File: src/rtl/fetch_queue.sv
// fetch_queue: instruction fetch unit with a DEPTH-entry instruction queue
// between the instruction cache and the decoder.
//
// Issues one PC-ordered request at a time. A slot in the queue is reserved
// when a request is issued, so a returning response always has room.
// While a response is arriving, the next request may be issued in the same
// cycle (bypass), which gives one instruction per cycle with a 1-cycle cache.
// Redirects from the ROB (clear) or the decoder (clear_decoder) flush the
// queue. A request still in flight at redirect time is marked to be dropped.
//
// Ports:
//   clk, rst              clock (rising edge), asynchronous active-low reset
//   rdy                   global enable; 0 freezes everything except response capture
//   clear, new_pc         ROB redirect (highest priority) and its target
//   clear_decoder,
//   new_pc_decoder        decoder redirect and its target
//   icache_req_*          fetch request to the cache (addr == pc)
//   icache_resp_*         instruction returned by the cache
//   inst_valid/addr/inst  queue head presented to the decoder
//   inst_ready            decoder consumes the head
//   queue_count           number of occupied entries
module fetch_queue #(
   parameter int               XLEN          = 32,
   parameter int               DEPTH         = 4,
   parameter logic [XLEN-1:0]  RESET_PC      = '0,
   parameter bit               STALL_ON_CTRL = 1'b1
) (
   input  logic                         clk,
   input  logic                         rst,
   input  logic                         rdy,
   input  logic                         clear,
   input  logic [XLEN-1:0]              new_pc,
   input  logic                         clear_decoder,
   input  logic [XLEN-1:0]              new_pc_decoder,
   output logic                         icache_req_valid,
   output logic [XLEN-1:0]              icache_req_addr,
   input  logic                         icache_req_ready,
   input  logic                         icache_resp_valid,
   input  logic [XLEN-1:0]              icache_resp_inst,
   output logic                         inst_valid,
   output logic [XLEN-1:0]              inst_addr,
   output logic [XLEN-1:0]              inst,
   input  logic                         inst_ready,
   output logic [$clog2(DEPTH+1)-1:0]   queue_count
);

   localparam int CW = $clog2(DEPTH + 1);
   localparam int PW = $clog2(DEPTH);

   typedef struct packed {
      logic [XLEN-1:0] addr;
      logic [XLEN-1:0] inst;
   } entry_t;

   entry_t          mem [DEPTH];
   logic [PW-1:0]   head, tail;
   logic [CW-1:0]   count;
   logic [XLEN-1:0] pc;
   logic            outstanding, drop, stalled;

   logic            redirect, resp_hit, resp_ctrl, bypass, space_ok;
   logic            handshake, push, pop;
   logic [6:0]      opcode;

   assign opcode    = icache_resp_inst[6:0];
   assign resp_ctrl = STALL_ON_CTRL &&
                      (opcode == 7'b1101111 || opcode == 7'b1100111 || opcode == 7'b1100011);

   assign redirect  = rdy & (clear | clear_decoder);
   assign resp_hit  = icache_resp_valid & outstanding;
   assign bypass    = resp_hit & ~drop & ~resp_ctrl;

   // The in-flight request already holds a reserved slot, so the space check
   // is count + outstanding. In the bypass case outstanding is 1 and this is
   // exactly count + 1: the arriving response takes its slot and the new
   // request reserves the next one.
   assign space_ok  = ({1'b0, count} + {{CW{1'b0}}, outstanding}) < (CW+1)'(DEPTH);

   assign icache_req_valid = rdy & ~stalled & ~drop & ~clear & ~clear_decoder &
                             space_ok & (~outstanding | bypass);
   assign icache_req_addr  = pc;
   assign handshake        = icache_req_valid & icache_req_ready;

   // Responses are captured regardless of rdy; a redirect cancels the push.
   assign push        = resp_hit & ~drop & ~redirect;
   assign inst_valid  = rdy & (count != '0);
   assign pop         = inst_valid & inst_ready & ~redirect;

   assign inst_addr   = mem[head].addr;
   assign inst        = mem[head].inst;
   assign queue_count = count;

   // pc, in-flight tracking and control-flow stall
   always_ff @(posedge clk or negedge rst) begin
      if (!rst) begin
         pc          <= RESET_PC;
         outstanding <= 1'b0;
         drop        <= 1'b0;
         stalled     <= 1'b0;
      end else if (redirect) begin
         pc      <= clear ? new_pc : new_pc_decoder;
         stalled <= 1'b0;
         if (resp_hit) begin
            // The in-flight request completes in this very cycle and its
            // data is discarded, so nothing is left to drop later.
            outstanding <= 1'b0;
            drop        <= 1'b0;
         end else begin
            outstanding <= outstanding | handshake;
            drop        <= outstanding | handshake;
         end
      end else begin
         if (handshake)
            pc <= pc + XLEN'(4);
         if (push && resp_ctrl)
            stalled <= 1'b1;
         if (resp_hit) begin
            drop        <= 1'b0;
            outstanding <= handshake;
         end else if (handshake) begin
            outstanding <= 1'b1;
         end
      end
   end

   // Circular instruction queue. The request address is pc - 4 at push time:
   // pc advanced on the handshake and cannot move again until the response
   // arrives (a redirect in between sets drop, so no push happens).
   always_ff @(posedge clk or negedge rst) begin
      if (!rst) begin
         head  <= '0;
         tail  <= '0;
         count <= '0;
         for (int i = 0; i < DEPTH; i++)
            mem[i] <= '0;
      end else if (redirect) begin
         head  <= '0;
         tail  <= '0;
         count <= '0;
      end else begin
         if (push) begin
            mem[tail] <= '{addr: pc - XLEN'(4), inst: icache_resp_inst};
            tail      <= tail + PW'(1);
         end
         if (pop)
            head <= head + PW'(1);
         count <= count + CW'(push) - CW'(pop);
      end
   end

   // Space is reserved at request time, so a push can never find the queue full.
   a_no_overflow : assert property (@(posedge clk) disable iff (!rst)
                                    push |-> (count < CW'(DEPTH)));

endmodule

File: config.mk
export PLATFORM = sky130hd
export DESIGN_NAME = fetch_queue
export DESIGN_NICKNAME = d
export VERILOG_FILES = /design/src/rtl/fetch_queue.sv
export SDC_FILE = /design/constraint.sdc
export NUM_CORES = 1
export LEC_CHECK = 0
export BUFFER_PORTS_ARGS = -buffer_cell sky130_fd_sc_hd__buf_2
export CAP_MARGIN = 20
export CORE_AREA = 5 5 159 161
export CTS_CLUSTER_SIZE = 14
export DETAILED_ROUTE_END_ITERATION = 6
export DIE_AREA = 0 0 164 166
export GPL_TIMING_DRIVEN = 0
export HOLD_SLACK_MARGIN = 0.06
export PLACE_DENSITY_LB_ADDON = 0.25
export SKIP_CTS_REPAIR_TIMING = 1
export SLEW_MARGIN = 20
export SYNTH_ARGS = -nofsm -noshare
export SYNTH_HDL_FRONTEND = slang
export SYNTH_SLANG_ARGS = --single-unit
export TNS_END_PERCENT = 100
File: constraint.sdc
create_clock -name clk -period 4.5 [get_ports clk]
set_clock_uncertainty 0.1 [all_clocks]
set_input_delay 0.9 -clock clk [delete_from_list [all_inputs] [get_ports clk]]
set_output_delay 0.9 -clock clk [all_outputs]
set_load 0.01 [all_outputs]
==> flow_summary.ini, run 1 <==
[run_status]
status = finished clean

[power]
max-vdd-ir-drop_mv = 0.287
p_leak_nw = 7.72
pwr_density_cell_nw_per_um2 = 447

[logic_synthesis]
syn_inst = 1170
synth_seq_area_share_pct = 52.0
synth_cell_type_count = 62
syn_nets = 1284
ys.flop_type = dfrtp_1
syn-cell-area_um2 = 14300
async_reset_ff_share_pct = 100
synth_area_per_cell_um2 = 12.2
synth_edf_count = 0
ys_warn_count = 0
ys_ff_latch = 298

[finish]
syn_to_final_growth_pct = 17.7
finalNetCount = 1523
layout-drive-gt1-share_pct = 34.7
final_cells = 1752
utilization_pct = 70.8

[timing]
setup_ws_ps = 484
fin_crit_sh_pct = 89.2
tns_ps = 0
rsz0062_at_grt = false
hold_ws_ps = 103
hold_viol = 0
timing.slew.headroom_pct = 33.2
setup_violations = 0
maxSlewViolCount = 0
max_freq_mhz = 249
period_needed_ps = 4020
worst_slew_pin_slew_ps = 1000

[global_route]
antenna_found_initial = 1
track_usage_pct = 29.1
grt_pass1_wl_um = 62800
grt_max_degree = 98
grt-ovfl-total = 0
grt_pass1_vias = 11400

[die]
pin_count = 205
die_h_um = 166
design.die.area_um2 = 27200
core_area_um2 = 23800
rows = 57
initial_core_util_pct = 60.2
die_x_um = 164

[drt]
top_layer = met4
wl_met1_um = 15700
drc = 0
firstDrtPassIters = 5
num_vias = 10800
drtIter0Drc = 932
ant_nets = 0
vias_per_cell = 6.18
wl_met3_um = 3000
wirelength_um = 39300
wl_met2_um = 19300
routedWlPerCell_um = 22.4

[clock_network]
clk_path_buf_depth = 3
clockRootBuffer = clkbuf_16
clk_latency_ps = 560
clk_pin_slew_ps = 60
clock-sinks = 298
cts-htree-levels = 1
cts_tree = done
cts_buffers = 31

[critical_path]
critical_path_class = flop to primary output
start_kind = flop
required_ps = 3500
worstPathMaxFanout = 10
cp-end-kind = primary output
crit_family = buffers and inverters
cp.arrival_ps = 3020
slowest_stage = clkdlybuf4s15_1
path_buf_inv = 4
cp_cell_sequence = clkbuf_1 -> clkdlybuf4s15_1 -> clkbuf_2 -> mux4_2 -> buf_2
slowest_delay_ps = 690

[place]
place_inst = 1700
io_buffers = 203
hpwlAfterDp_um = 27400
place_ws_ps = 651
routabilityCongestion = 0.922

[job]
drv_cap = 0

[min_path]
min_path_type = input port to async pin
[flip-flops by register name, summed over array words and instances, names as in the netlist]
register	count
drop	1
head	2
icache_req_addr	32
mem	256
outstanding	1
queue_count	3
stalled	1
tail	2
[cells in the final DEF, fill, tap and decap left out, drive strengths merged, types with 16 or more instances in the layout]
cell | synthesis | layout
nand2 | 145 | 145
a31oi | 17 | 17
buf | 25 | 227
nor2 | 25 | 25
dfrtp | 298 | 298
o21ai | 131 | 131
mux2 | 140 | 140
xnor2 | 27 | 27
mux4 | 64 | 64
a211oi | 25 | 25
clkbuf | 71 | 120
nor2b | 22 | 22
mux2i | 16 | 16
[power by group]
| group | switching, mW | leakage [nW] | internal, mW |
|---|---|---|---|
| registers | 0.244 | 3.97 | 3.05 |
| clock network | 1.02 | 0.494 | 1.51 |
| logic | 0.879 | 3.25 | 0.826 |
| total | 2.14 | 7.72 | 5.39 |
[per-layer routing]
metal	track usage (%)	vias to the layer above
met5	0	-
met4	8.79	0
met3	5.63	91
met2	47.9	474
met1	39.7	5517
li1	-	4740
[synth_stat cells, types with 14 or more instances]
cell type / number / area [um2]
dfrtp_1: 298 / 7460
nand2_1: 145 / 544
mux2_2: 140 / 1580
o21ai_0: 95 / 475
clkbuf_1: 70 / 263
mux4_2: 64 / 1440
o21ai_1: 36 / 180
xnor2_1: 27 / 236
nor2_1: 25 / 93.8
a211oi_1: 24 / 180
nor2b_1: 22 / 138
a31oi_1: 17 / 106
mux2i_1: 16 / 160
nand3_1: 15 / 75.1
or3_1: 14 / 87.6
[worst reg2reg max path, stage by stage (launching register included)]
cell      delay [ps]
dfrtp_1          350
buf_2            160
and3b_1          200
clkbuf_1         170
and2_1           260
nand2_1          150
clkbuf_1         590
buf_1            640
mux2_2           410
[per-stage QoR]
stage,area (um2),power [mW]
floorplan,14300,4.29
global placement,15800,4.95
detailed placement,15800,5.03
CTS,16800,7.56
global route,16900,7.86
finish,16900,7.53
[kinds of logic (layout without fill, tap and decap cells)]
logic type | Yosys count | count (layout) | synth area share [%]
AOI/OAI and AO/OA | 209 | 209 | 8.62
xor gates and xnor gates | 31 | 31 | 1.89
adders and majority gates | 10 | 10 | 0.925
buffers and inverters | 108 | 365 | 3.20
DFF | 298 | 298 | 52.0
muxes | 220 | 220 | 22.2
other | 0 | 1 | 0
and+or+nand+nor | 294 | 294 | 11.2
[cell type report]
type	instances	area, um2
flip-flops and latches	298	7460
fillers	1766	6960
multi-input cells	764	6420
repair buffers	206	1110
clock buffers	46	922
plain buffers	96	423
well taps	324	405
clock inverters	5	78.8
inverters	12	45.0
diodes	1	2.50
[path summary, 6_finish.rpt]
kind / startpoint / to / slack (ps) / depth (start not counted)
min: rst / mem[165] / 100 / 1
min in group clk: mem[110] / mem[110] / 380 / 2
max reg2reg: outstanding / mem[43] / 1350 / 8
min reg2reg: mem[110] / mem[110] / 380 / 2
max in group asynchronous: rst / mem[117] / 3450 / 2
max: head[0] / inst_addr[4] / 480 / 5
No activity file was read; power rests on OpenSTA's default activity.
==> run 2, diff against run 1 <==
CORE_AREA = 5 5 125 216   (was 5 5 159 161)
DIE_AREA = 0 0 130 221   (was 0 0 164 166)
clock period = 4.3 ns   (was 4.5 ns; I/O delays follow)
==> flow_summary.ini, run 2 (same netlist as run 1, synthesis figures left out) <==
[global_route]
grt_pass1_wl_um = 62200
grt_pass1_vias = 11300
antenna_found_initial = 1
grt-ovfl-total = 0
track_usage_pct = 27.6
grt_max_degree = 104

[critical_path]
required_ps = 3340
start_kind = flop
worstPathMaxFanout = 10
cp-end-kind = primary output
critical_path_class = flop to primary output
cp.arrival_ps = 3050
reg2regPathDepth = 8

[clock_network]
clockRootBuffer = clkbuf_16
clk_path_buf_depth = 3
clock-sinks = 298
clk_latency_ps = 550
cts_buffers = 27
cts_tree = done
cts-htree-levels = 1
clk_pin_slew_ps = 70

[timing]
hold_viol = 0
worst_slew_pin_slew_ps = 1130
period_needed_ps = 4010
max_freq_mhz = 249
tns_ps = 0
setup_violations = 0
rsz0062_at_grt = false
fin_crit_sh_pct = 93.2
maxSlewViolCount = 0
timing.slew.headroom_pct = 24.1

[drt]
ant_nets = 0
firstDrtPassIters = 5
num_vias = 10700
vias_per_cell = 6.14
drc = 0
routedWlPerCell_um = 22.4
drtIter0Drc = 647
wirelength_um = 39000

[power]
max-vdd-ir-drop_mv = 0.361
pwr_density_cell_nw_per_um2 = 454
p_leak_nw = 7.64

[place]
io_buffers = 203
hpwlAfterDp_um = 28500
place_area_um2 = 15800
routabilityCongestion = 0.908

[finish]
largest_reg_flops = 256
regMostFlops = mem
layout_commonest_cell = dfrtp_1
finalNetCount = 1519
utilization_pct = 66.6
fin_area_um2 = 16700
syn_to_final_growth_pct = 16.4
layout_common_cells = dfrtp_1, buf_2, nand2_1
layout-drive-gt1-share_pct = 34.4

[run_status]
status = finished clean

[die]
initial_core_util_pct = 57.2
design.die.area_um2 = 28700
die_x_um = 130
rows = 77
core_area_um2 = 25000
die_h_um = 221
pin_count = 205

[job]
drv_cap = 0

[min_path]
min_path_type = input port to async pin
## run 2: worst paths after layout
kind	start	slack (ps)	to
setup / recovery	head[0]	290	inst_addr[4]
hold / removal	rst	100	mem[94]
setup reg to reg	outstanding	1220	mem[225]
hold reg to reg	mem[230]	380	mem[230]
max in group asynchronous	rst	2390	mem[50]
min in group clk	mem[230]	380	mem[230]
## run 2: where the power goes
group	total [mW]	switching (mW)	internal, mW
combinational	1.78	0.919	0.864
clock	2.35	1.04	1.31
sequential	3.44	0.248	3.19
total	7.57	2.20	5.37
## run 2: area by class of cell
| class | count | area, um2 |
|---|---|---|
| Fill cell | 2007 | 8360 |
| Sequential cell | 298 | 7460 |
| Multi-Input combinational cell | 764 | 6420 |
| Timing Repair Buffer | 206 | 1110 |
| Clock buffer | 38 | 777 |
| Buffer | 96 | 417 |
| Tap cell | 316 | 395 |
| Clock inverter | 7 | 66.3 |
| Inverter | 12 | 45.0 |
| Antenna cell | 1 | 2.50 |
## run 2: per-layer routing
metal  share of wire, %  vias up  GRT usage [%]
li1                   -     4740              -
met1                 35     5424           32.5
met2                 55      405           49.9
met3                5.4      101           3.40
met4                4.7        0           11.5
met5                  0        -              0
## run 2: metrics by stage
step                total power, mW  instances  hold slack, ps  setup WS [ps]
floorplan                      4.49       1170             345           1110
global placement               5.21       1689             356          -3150
detailed placement             5.29       1692             368            336
CTS                            7.62       1737            97.4           -129
global route                   7.91       1738             109           78.1
finish                         7.57       1738            97.4            291
## run 2: worst max-delay path: stages, from the launching register on
cell,delay [ps]
dfrtp_1,330
clkbuf_1,220
buf_1,640
clkbuf_2,510
mux4_2,630
buf_2,170
==> run 3, diff against run 2 <==
CTS_BUF_LIST = sky130_fd_sc_hd__clkbuf_16   (was default)
CTS_CLUSTER_SIZE = default   (was 14)
==> flow_summary.ini, run 3 (same netlist as run 1, synthesis figures left out) <==
[run_status]
status = finished clean

[power]
p_sw_mw = 2.26
internal_power_mw = 5.57
seq_power_share_pct = 44.0
max-vdd-ir-drop_mv = 0.366
p_leak_nw = 7.70
total_power_mw = 7.83
power_frac_comb_pct = 22.9
pwr_density_cell_nw_per_um2 = 466
swShare_pct = 28.9
clockPowerShare_pct = 33.1

[die]
rows = 77
core_area_um2 = 25000
die_h_um = 221
design.die.area_um2 = 28700
die_x_um = 130
initial_core_util_pct = 57.2
pin_count = 205

[critical_path]
slowest_stage = buf_1
required_ps = 3340
cp-end-kind = primary output
cp.arrival_ps = 3080
worstPathMaxFanout = 10
critical_path_class = flop to primary output
cp_cell_sequence = clkbuf_1 -> buf_1 -> clkbuf_2 -> mux4_2 -> buf_2
start_kind = flop
slowest_delay_ps = 660

[drt]
firstDrtPassIters = 6
num_vias = 10700
vias_per_cell = 6.14
wirelength_um = 39400
routedWlPerCell_um = 22.6
ant_nets = 0
drc = 0
drtIter0Drc = 635

[clock_network]
clk_latency_ps = 540
clockRootBuffer = clkbuf_16
cts-htree-levels = 1
cts_buffers = 27
cts_tree = done
clk_path_buf_depth = 3
clk_pin_slew_ps = 70
clock-sinks = 298

[finish]
finalNetCount = 1520
layout-drive-gt1-share_pct = 34.7
regMostFlops = mem
layout_common_cells = dfrtp_1, buf_2, nand2_1
syn_to_final_growth_pct = 17.3
largest_reg_flops = 256
layout_commonest_cell = dfrtp_1

[timing]
hold_viol = 0
timing.slew.headroom_pct = 20.8
setup_violations = 0
rsz0062_at_grt = false
max_freq_mhz = 248
worst_slew_pin_slew_ps = 1180
maxSlewViolCount = 0
fin_crit_sh_pct = 93.9
period_needed_ps = 4040
setup_ws_ps = 264

[min_path]
min_path_type = input port to async pin

[place]
hpwlAfterDp_um = 28500
routabilityCongestion = 0.908
place_ws_ps = 336
io_buffers = 203

[global_route]
grt-ovfl-total = 0
grt_max_degree = 104
track_usage_pct = 27.7
grt_pass1_vias = 11400
grt_pass1_wl_um = 62400
antenna_found_initial = 1

[job]
drv_cap = 0
run 3: changes by cell type in the layout (fill, tap and decap cells not counted), sizes merged:
cell / before / now
buf: 228 / 229
clkinv: 4 / 9
clkinvlp: 1 / 4
inv: 13 / 16
clkbuf: 112 / 101
bufinv: 1 / 6
run 3: final cells by class:
type / count / area [um2]
multi-input cells: 764 / 6420
well taps: 316 / 395
clock buffers: 27 / 676
repair buffers: 207 / 1120
plain buffers: 96 / 417
flip-flops and latches: 298 / 7460
diodes: 1 / 2.50
clock inverters: 23 / 277
fillers: 1981 / 8240
inverters: 12 / 45.0
run 3: path summary, 6_finish.rpt:
| kind | start | endpoint | slack, ps | cells after the start |
|---|---|---|---|---|
| min | rst | mem[220] | 100 | 1 |
| min reg2reg | mem[236] | mem[236] | 380 | 2 |
| max reg2reg | icache_req_addr[7] | icache_req_addr[18] | 1210 | 6 |
| max in group asynchronous | rst | mem[172] | 2430 | 4 |
| max | head[0] | inst_addr[4] | 260 | 5 |
| min in group clk | mem[236] | mem[236] | 380 | 2 |
run 3: critical path: cells and delay by family, from the launching register on:
kind | cells | cell delay (ps)
buf+inv | 4 | 1570
flops | 1 | 330
mux | 1 | 630
run 3: through the flow:
step	utilization [%]	TNS, ps	area, um2	hold slack (ps)	cells
2_1_floorplan	-	0	14300	345	1170
3_5_place_dp	63.2	0	15800	368	1692
5_1_grt	67.1	0	16800	112	1744
3_3_place_gp	62.8	-924740	15700	356	1689
4_1_cts	67.0	-1160	16800	102	1742
6_report	67.1	0	16800	98.8	1744
run 3: power groups by stage:
stage	Sequential, mW	Clock, mW	Combinational, mW
finish	3.44	2.60	1.79
global route	3.48	2.73	1.95
CTS	3.44	2.63	1.81
detailed placement	3.49	0	1.80
global placement	3.46	0	1.75
floorplan	3.42	0	1.07
run 3: routing by layer:
| metal | track usage [%] | part of all wire, % | vias to the layer above |
|---|---|---|---|
| li1 | - | - | 4753 |
| met1 | 32.3 | 35 | 5467 |
| met2 | 50.2 | 55 | 398 |
| met3 | 3.21 | 5.0 | 98 |
| met4 | 12.3 | 4.7 | 0 |
| met5 | 0 | 0 | - |
